## src/rtl/checker_logic.sv

```systemverilog
// -----------------------------------------------------------------------------
// checker_logic
//
// Stream sink and data checker for valid/ready test benches. Accepts a DW-bit
// stream whose payload should be an incrementing count starting at 0, throttles
// its own ready with a programmable inter-beat delay, checks every accepted
// beat and reports beat count, error count and first-failure context.
//
// Parameters:
//   DW     data width of the checked stream
//   DELAY  idle cycles inserted between accepted beats (0 = ready every cycle)
//
// Ports:
//   clk            clock, all state changes on rising edge
//   rst            asynchronous active-high reset
//   up_valid       upstream beat valid
//   up_data        upstream beat payload (sampled only on a handshake)
//   up_ready       sink ready, decoded from registers only
//   beat_cnt       accepted-beat counter, wraps modulo 2^32
//   err_cnt        mismatch counter, saturates at 16'hFFFF
//   mismatch       one-cycle pulse the cycle after a mismatching handshake
//   ok             high while in RUN (no mismatch seen since reset)
//   first_err_exp  expected value at the first mismatch
//   first_err_got  received value at the first mismatch
// -----------------------------------------------------------------------------
module checker_logic #(
  parameter int unsigned DW    = 32,
  parameter int unsigned DELAY = 0
) (
  input  logic          clk,
  input  logic          rst,
  input  logic          up_valid,
  input  logic [DW-1:0] up_data,
  output logic          up_ready,
  output logic [31:0]   beat_cnt,
  output logic [15:0]   err_cnt,
  output logic          mismatch,
  output logic          ok,
  output logic [DW-1:0] first_err_exp,
  output logic [DW-1:0] first_err_got
);

  typedef enum logic [1:0] {
    IDLE = 2'd0,
    RUN  = 2'd1,
    ERR  = 2'd2
  } state_t;

  localparam logic [15:0]   DELAY_CNT = 16'(DELAY);
  localparam logic [DW-1:0] DATA_ONE  = {{(DW-1){1'b0}}, 1'b1};
  localparam logic [DW-1:0] DATA_ZERO = {DW{1'b0}};

  state_t        state;
  logic [15:0]   stall_cnt;
  logic [DW-1:0] exp_data;
  logic          stall_done;
  logic          handshake;
  logic          data_bad;

  // Full-width payload compare; wrap from all-ones to zero is handled by the
  // modular increment that produces the expected value.
  function automatic logic beat_matches(input logic [DW-1:0] got,
                                        input logic [DW-1:0] want);
    return (got == want);
  endfunction

  assign stall_done = (stall_cnt == DELAY_CNT);
  // Ready never looks at up_valid, so it cannot form a combinational loop
  // with an upstream source that waits for ready.
  assign up_ready   = (state != IDLE) && stall_done;
  assign handshake  = up_valid && up_ready;
  assign data_bad   = handshake && !beat_matches(up_data, exp_data);

  // Control FSM with registered ok flag; ERR is sticky until reset.
  always_ff @(posedge clk or posedge rst) begin
    if (rst) begin
      state <= IDLE;
      ok    <= 1'b0;
    end else begin
      case (state)
        IDLE: begin
          state <= RUN;
          ok    <= 1'b1;
        end
        RUN: begin
          if (data_bad) begin
            state <= ERR;
            ok    <= 1'b0;
          end else begin
            state <= RUN;
            ok    <= 1'b1;
          end
        end
        ERR: begin
          state <= ERR;
          ok    <= 1'b0;
        end
        default: begin
          state <= IDLE;
          ok    <= 1'b0;
        end
      endcase
    end
  end

  // Ready throttle: count idle cycles after each beat up to DELAY, then hold
  // at DELAY (ready high) until a beat actually transfers.
  always_ff @(posedge clk or posedge rst) begin
    if (rst) begin
      stall_cnt <= 16'd0;
    end else if (handshake) begin
      stall_cnt <= 16'd0;
    end else if ((state != IDLE) && (stall_cnt < DELAY_CNT)) begin
      stall_cnt <= stall_cnt + 16'd1;
    end else begin
      stall_cnt <= stall_cnt;
    end
  end

  // Expected value tracks the last received beat plus one, so a single
  // skipped value costs one error instead of a cascade.
  always_ff @(posedge clk or posedge rst) begin
    if (rst) begin
      exp_data <= DATA_ZERO;
    end else if (handshake) begin
      exp_data <= up_data + DATA_ONE;
    end else begin
      exp_data <= exp_data;
    end
  end

  // Beat counter, free-running modulo 2^32.
  always_ff @(posedge clk or posedge rst) begin
    if (rst) begin
      beat_cnt <= 32'd0;
    end else if (handshake) begin
      beat_cnt <= beat_cnt + 32'd1;
    end else begin
      beat_cnt <= beat_cnt;
    end
  end

  // Error counter saturating at all-ones, plus the one-cycle mismatch pulse.
  always_ff @(posedge clk or posedge rst) begin
    if (rst) begin
      err_cnt  <= 16'd0;
      mismatch <= 1'b0;
    end else begin
      mismatch <= data_bad;
      if (data_bad && (err_cnt != 16'hFFFF)) begin
        err_cnt <= err_cnt + 16'd1;
      end else begin
        err_cnt <= err_cnt;
      end
    end
  end

  // First-failure capture; err_cnt == 0 marks that nothing was captured yet,
  // and saturation guarantees it never returns to zero before reset.
  always_ff @(posedge clk or posedge rst) begin
    if (rst) begin
      first_err_exp <= DATA_ZERO;
      first_err_got <= DATA_ZERO;
    end else if (data_bad && (err_cnt == 16'd0)) begin
      first_err_exp <= exp_data;
      first_err_got <= up_data;
    end else begin
      first_err_exp <= first_err_exp;
      first_err_got <= first_err_got;
    end
  end

endmodule
```

## config.mk

```make
export PLATFORM = sky130hd
export DESIGN_NAME = checker_logic
export DESIGN_NICKNAME = d
export VERILOG_FILES = /design/src/rtl/checker_logic.sv
export SDC_FILE = /design/constraint.sdc
export NUM_CORES = 1
export LEC_CHECK = 0
export CORE_MARGIN = 5
export CORE_UTILIZATION = 55
export DETAILED_ROUTE_END_ITERATION = 10
export PLACE_DENSITY = 0.82
export SLEW_MARGIN = 10
export SYNTH_ARGS = -nofsm -noshare
export SYNTH_HDL_FRONTEND = slang
export SYNTH_SLANG_ARGS = --single-unit
```

## constraint.sdc

```tcl
create_clock -name clk -period 8.65 [get_ports clk]
set_clock_uncertainty 0.1 [all_clocks]
set_input_delay 2.1625 -clock clk [delete_from_list [all_inputs] [get_ports clk]]
set_output_delay 2.1625 -clock clk [all_outputs]
set_load 0.02 [all_outputs]
```

== After elaboration in Yosys (flattened, before gate mapping) ==
Cells that the tools add are included.

* Bits in registers: 164
* Input bits: 35
* Output and inout bits: 115

* $add $sub $neg: 4
* $lt $le $gt $ge: 1
* Equal/unequal tests: 4
* Multiplexer cells: 6
* Reductions and logical operators: 12

{| class="wikitable"
|+ Operators with widths
! cell !! count
|-
| $add 32x1->32 const B || 2
|-
| $add 16x1->16 const B || 2
|-
| $eq 32x32->1 || 1
|-
| $logic_not 16->1 || 2
|-
| $mux 16 || 2
|-
| $lt 16x1->1 const B || 1
|-
| $ne 16x16->1 const B || 1
|-
| $logic_and 1x1->1 || 6
|-
| $pmux 2 s3 || 1
|-
| $reduce_bool 2->1 || 2
|-
| $eq 2x1->1 const B || 1
|-
| $eq 2x2->1 const B || 1
|-
| $logic_not 2->1 || 1
|-
| $mux 2 || 1
|-
| $pmux 1 s2 || 1
|-
| $logic_not 1->1 || 1
|-
| $mux 1 || 1
|}

== Logic depth before layout (Yosys ltp) ==
Gate-level depths: netlist of the first run.

* Word-level depth: 6
* Depth in mapped cells: 8
* Gate-level depth less buffers: 7

== Least setup slack after synthesis of the first run ==
Ideal clock, no wire load.

* Kind: in2reg
* From: input port up_data[6]
* To: register first_err_got[19]
* Arrival: 3.781 ns
* Data required time: 8.425 ns
* Slack: 4.644 ns
* Stages: 8
* Path buffers: 2
* Cell sequence: clkbuf_2 -> xor2_1 -> nor4_1 -> nand4_1 -> nor2_2 -> nor4_4 -> buf_2 -> mux2_2

* Cells in the longest elaborated chain, start to end: 4

{| class="wikitable"
|+ RTL lines
! element !! line !! text
|-
| start, declared || 33 || <nowiki>input logic [DW-1:0] up_data,</nowiki>
|-
| $eq 32x32->1 || 64 || <nowiki>return (got == want);</nowiki>
|-
| $logic_not 1->1 || 72 || <nowiki>assign data_bad = handshake && !beat_matches(up_data, exp_data);</nowiki>
|-
| $logic_and 1x1->1 || 72 ||
|-
| $logic_and 1x1->1 || 164 || <nowiki>end else if (data_bad && (err_cnt == 16'd0)) begin</nowiki>
|-
| end signal, assigned || 166 || <nowiki>first_err_got <= up_data;</nowiki>
|-
| end signal, assigned || 169 || <nowiki>first_err_got <= first_err_got;</nowiki>
|-
| end, declared || 40 || <nowiki>output logic [DW-1:0] first_err_got</nowiki>
|}

No other way between the ends.
A chain may end at the register's enable or synchronous reset.

== Worst setup path in the final report of the first run ==
* From: input port up_data[10]
* To: register first_err_got[15]

The elaborated chain is that of the path after synthesis.

==> summary.md, run 1 <==
| Metric | Value |
|---|---|
| Status | finished clean |
| Slowest Stage Delay on Critical Path | 660 ps |
| 1st-pass router iterations | 4 |
| Worst-path clk slew | 60 ps |
| Global-route wire length before repair | 26700 um |
| PortBufs | 149 |
| FF+latch count, synth | 148 |
| CP cell instances | clkdlybuf4s50_1, xor2_1, nor4_1, nand4_1, nor2_2, nor4_4, buf_4, mux2_1 |
| Crit end category | flop |
| Layout fillers | 832 |
| VDD IR max | 0.148 mV |
| Leak pwr | 4.07 nW |
| CTS tree | done |
| Hold_buf cts | 0 |
| Final min period | 4990 ps |
| Yosys cell types | 38 |
| Final Cell Area | ~9000 um2 |
| Gr usage total | 23.0% |
| Routed wire per std cell | between 15 and 20 um |
| Core Region | 12100 um2 |
| Fin crit share | just under 60% |
| ANT cells | 0 |
| Final Hold Viols | 0 |
| Largest area contributor in the netlist | dfrtp_1 |
| Sequential area share after synthesis | 54.5% |
| Chip Width | 121 um |
| Most numerous cell in the Yosys netlist | dfrtp_1 |
| Post-Syn Area | 6790 um2 |
| DRT iter0 DRCs | roughly 440 |
| Root buf cell | clkbuf_16 |
| Relative slew slack | 29.9% |
| Crit path max-delay cell type | nor2_2 |
| DRT antenna net count | 0 |
| Htree depth | 4 |
| Critical Path RT | 8850 ps |
| Synth Instances | about 590 |
| Worst setup SP type | primary input |
| Core Rows | 40 |
| Placed inst area | 8400 um2 |
| Vias | 5036 |
| Setup Viol. Count Final | 0 |
| RSZ-0062 raised after global routing | false |
| Async SR Flop Fraction | between 90% and 100% |
| CP Max Fanout | 64 |
| Vias per cell | between 5 and 6 |
| Die H | ~120 um |
| Worst path top cell family by delay | simple AND/OR/NAND/NOR gates |
| Clk_lat worst skew | ~420 ps |
| Die area | about 15000 um2 |
| Buf+Inv Stages, Crit Path | 2 |
| Synth warnings | 0 |
| Post-Syn Nets | 630 |
| Post-Syn Area per Cell | 11.5 um2 |
| Fin nets | 779 |
| Crit Path Category | primary input to flop |
| RD Place Congestion | 0.854 |
| Type of the most critical hold path | flop to flop |
| Final non-filler cell total | 921 |
| Synth-to-Final Area Change | 32.3% |
| DRC errors left | 0 |
| Vias in the first global route | 5184 |
| Post-CTS resize count | 0 |
| Clk sinks | 148 |
| GRT overflow | 0 |
| Top Ports | 150 |
| Top post-synthesis cells by count | dfrtp_1, xor2_1, nand2_1, mux2_2, nor2_1 |
| Ys flop type | dfrtp_1 |
| Final Max Tran Viols | 0 |
| WP data arrival | 5190 ps |
| Share of cells above drive strength 1 | 13.4% |
| # placed instances | a little under 900 |
| TNS Setup | 0 ps |
| Maximum clock rate | 201 MHz |
| Initial Util | between 50% and 60% |
| Synth top area share | between 50% and 60% |
| DPL Wire Length | 11100 um |
| Routed wire length | 16100 um |
| Leading post-synthesis cells by cell area | dfrtp_1, mux2_2, xor2_1 |
| Max cap viols | 0 |
| CTS Buf Count | 17 |
| Largest net degree at the start of global routing | 83 |
| Setup Buffers After CTS | 0 |
| Least-Margin Pin Slew | 1050 ps |
| Post-synth EDFFs | 0 |
| Initial antenna violation count | 0 |
| PwrDens | 231 nW/um2 |
| CTS Buffer Depth | 2 |
==> routing by layer <==
metal | vias up | GRT usage [%] | part of all wire (%)
met5 | - | 0 | 0
met3 | 23 | 5.50 | 5.5
met1 | 2526 | 29.9 | 42
met4 | 0 | 8.29 | 1.6
met2 | 159 | 37.9 | 51
li1 | 2328 | - | -
==> through the flow <==
stage | hold WS, ps | utilization, % | setup slack, ps | power [mW]
finish | 385 | 74.5 | 3660 | 2.08
global route | 396 | 74.5 | 3530 | 2.18
CTS | 387 | 74.5 | 3720 | 2.09
detailed placement | 374 | 69.6 | 3320 | 1.35
global placement | 359 | 69.6 | 3420 | 1.33
floorplan | 380 | - | 2410 | 1.17
==> flip-flops by register name (all words and copies together), names as in the netlist <==
register / flops
first_err_got: 32
first_err_exp: 32
exp_data: 32
ok: 1
mismatch: 1
beat_cnt: 32
err_cnt: 16
state: 2
==> path summary, 6_finish.rpt <==
path | cells past startpoint | to | from | slack [ps]
worst max-delay path | 8 | first_err_got[15]$_DFFE_PP0P_ | up_data[10] | 3660
worst min-delay path | 1 | first_err_got[17]$_DFFE_PP0P_ | first_err_got[17]$_DFFE_PP0P_ | 380
worst max register to register | 7 | first_err_got[15]$_DFFE_PP0P_ | exp_data[10]$_DFFE_PP0P_ | 5580
worst min register to register | 1 | first_err_got[17]$_DFFE_PP0P_ | first_err_got[17]$_DFFE_PP0P_ | 380
max in group asynchronous | 3 | first_err_exp[8]$_DFFE_PP0P_ | rst | 4900
min in group asynchronous | 2 | beat_cnt[9]$_DFFE_PP0P_ | rst | 2110
==> final cells by class <==
| type | count | area (um2) | area share (%) |
|---|---|---|---|
| Inverter | 11 | 46.3 | 0.515 |
| Multi-Input combinational cell | 411 | 2930 | 32.7 |
| Sequential cell | 148 | 3700 | 41.2 |
| Timing Repair Buffer | 151 | 1510 | 16.8 |
| Clock inverter | 4 | 95.1 | 1.06 |
| Tap cell | 168 | 210 | 2.34 |
| Clock buffer | 28 | 487 | 5.42 |
==> cells by family after synthesis <==
group | share of synthesized area (%)
AO/OA/AOI/OAI | 2.60
XOR/XNOR | 13.5
adder cells (fa/ha/maj) | 0.737
buffers and inverters | 2.28
flip-flops | 54.5
multiplexers | 11.3
AND/OR/NAND/NOR | 15.0
==> where the power goes <==
| part | internal [mW] | total (mW) | switching [mW] |
|---|---|---|---|
| combinational | 0.182 | 0.418 | 0.235 |
| sequential | 0.803 | 0.924 | 0.121 |
| clock | 0.469 | 0.735 | 0.265 |
==> cell usage in the layout (no fill, tap or decap), types with 11 or more instances in the layout <==
| cell | count |
|---|---|
| clkbuf_16 | 17 |
| clkdlybuf4s50_1 | 149 |
| dfrtp_1 | 148 |
| mux2_2 | 63 |
| nand2_1 | 68 |
| nand3_1 | 22 |
| nand4_1 | 18 |
| nor2_1 | 33 |
| nor3_1 | 11 |
| nor4_1 | 17 |
| o21ai_0 | 27 |
| xnor2_1 | 25 |
| xor2_1 | 80 |
(Power assumes the default switching activity.)
==> inputs of run 2 (changes only) <==
CORE_UTILIZATION = 51   (was 55)
PLACE_DENSITY = 0.77   (was 0.82)
clock period = 4.6 ns   (was 8.65 ns; I/O delays follow)
==> run 2 against run 1 <==
  * Critical path depth shrank 1
  * Critical path type unchanged
  * Non-clock buffer count grew 3
  * Sequential power grew 87%
  * Total power grew 83%
  * Utilization shrank 5.9 points
  * Die area grew 7.2%
  * Cell count grew 1.1%
  * Register-to-register slack lost 3400 ps
==> summary.md, run 2 (same netlist as run 1, synthesis figures left out) <==
| Metric | Value |
|---|---|
| Share of cells above drive strength 1 | 14.0% |
| Crit Path Category | primary input to flop |
| Core Region | 13100 um2 |
| CP Max Fanout | 7 |
| Setup Buffers After CTS | 0 |
| Worst-path clk slew | 50 ps |
| Hold_buf cts | 0 |
| Critical Path RT | roughly 4800 ps |
| RD Place Congestion | approximately 0.83 |
| Post-CTS resize count | 0 |
| Leak pwr | 4.08 nW |
| GRT overflow | 0 |
| DRT antenna net count | 0 |
| Layout fillers | about 1000 |
| VDD IR max | roughly 0.26 mV |
| WP data arrival | 3640 ps |
| Die area | 15700 um2 |
| PortBufs | 149 |
| Setup Viol. Count Final | 0 |
| CP cell instances | clkdlybuf4s50_1, nand4_1, nor4_1, and4_2, nand4_1, xor2_1, o21ai_0 |
| 1st-pass router iterations | 4 |
| Initial antenna violation count | 0 |
| Clk_lat worst skew | roughly 420 ps |
| Crit path max-delay cell type | clkdlybuf4s50_1 |
| Vias per cell | 5.24 |
| Top Ports | 150 |
| Vias | 4875 |
| Final min period | 3410 ps |
| CTS Buf Count | 17 |
| Core Rows | 42 |
| Maximum clock rate | 293 MHz |
| Initial Util | 51.7% |
| Crit-path most repeated cell | nand4_1 |
| Worst setup SP type | primary input |
| Fin nets | 782 |
| Relative slew slack | 46.2% |
| DPL Wire Length | about 11000 um |
| Slowest Stage Delay on Critical Path | 660 ps |
| RSZ-0062 raised after global routing | false |
| Htree depth | 4 |
| Root buf cell | clkbuf_16 |
| Die H | between 100 and 150 um |
| Routed wire per std cell | 17.0 um |
| Final Hold Viols | 0 |
| Fin crit share | roughly 74% |
| Synth-to-Final Area Change | 32.7% |
| Most frequent cells in the layout | clkdlybuf4s50_1, dfrtp_1, xor2_1, nand2_1, mux2_2 |
| Max cap viols | 0 |
| Clk sinks | 148 |
| ANT cells | 0 |
| Largest net degree at the start of global routing | 65 |
| TNS Setup | 0 ps |
| Crit end category | flop |
| Global-route wire length before repair | 26200 um |
| Vias in the first global route | 4906 |
| Status | finished clean |
| DRT iter0 DRCs | 269 |
| Least-Margin Pin Slew | 805 ps |
| Final worst slack | 1190 ps |
| Most common cell after layout, fill and taps aside | clkdlybuf4s50_1 |
| Routed wire length | about 16000 um |
| Gr usage total | 20.6% |
| CTS Buffer Depth | 2 |
| CTS tree | done |
| Pre-CTS WS | 817 ps |
| DRC errors left | 0 |
| Final Max Tran Viols | 0 |
| Chip Width | 125 um |
| PwrDens | 423 nW/um2 |
| Type of the most critical hold path | flop to flop |
==> run 2: changes by cell type in the layout (fill, tap and decap cells not counted) <==
cell and delta:
buf_12 +3, clkinv_2 +3, clkinvlp_4 +1, clkbuf_1 -3, bufinv_16 -2, clkbuf_8 +1, inv_6 -1
==> run 2: report_power, final <==
group	switching, mW	leakage, nW	internal [mW]
combinational	0.449	1.85	0.349
clock	0.496	0.268	0.780
sequential	0.223	1.97	1.51
==> run 2: worst paths after layout <==
check	startpoint	to	slack [ps]	cells after the start
setup / recovery	up_data[8]	exp_data[31]$_DFFE_PP0P_	1190	7
hold reg to reg	beat_cnt[31]$_DFFE_PP0P_	beat_cnt[31]$_DFFE_PP0P_	370	1
hold / removal	beat_cnt[31]$_DFFE_PP0P_	beat_cnt[31]$_DFFE_PP0P_	370	1
min in group asynchronous	rst	first_err_exp[21]$_DFFE_PP0P_	1140	2
max in group asynchronous	rst	err_cnt[12]$_DFFE_PP0P_	2490	3
setup reg to reg	state[1]$_DFF_PP0_	beat_cnt[26]$_DFFE_PP0P_	2190	6
==> run 2: cell type report <==
type	count	area, um2	area share [%]
clock buffer	26	489	5.43
clock inverter	5	50.0	0.556
inverter	11	45.0	0.500
multi-input combinational	411	2930	32.6
sequential	148	3700	41.1
tap	176	220	2.44
timing repair buffer	154	1570	17.4
==> run 2: metal layers <==
metal | up-vias | track usage, % | routed length [um]
met5 | - | 0 | 0
met4 | 0 | 6.70 | 243
met3 | 22 | 5.54 | 789
met2 | 119 | 33.2 | 7760
met1 | 2404 | 27.4 | 7050
li1 | 2330 | - | -
==> run 2: through the flow <==
stage	instance area [um2]	util [%]	power (mW)	instances	hold WS, ps
finish	9010	68.6	3.81	931	373
global route	9010	68.6	4.01	931	392
CTS	9010	68.6	3.84	931	379
detailed placement	8470	64.5	2.55	900	368
global placement	8470	64.5	2.51	900	362
floorplan	6790	-	2.19	591	380
==> run 2: worst max-delay path: cells and delay by family <==
| kind | cells | cell delay (ps) |
|---|---|---|
| AOI/OAI and AO/OA | 1 | 180 |
| xor gates and xnor gates | 1 | 160 |
| buffers and inverters | 1 | 660 |
| and+or+nand+nor | 4 | 1480 |
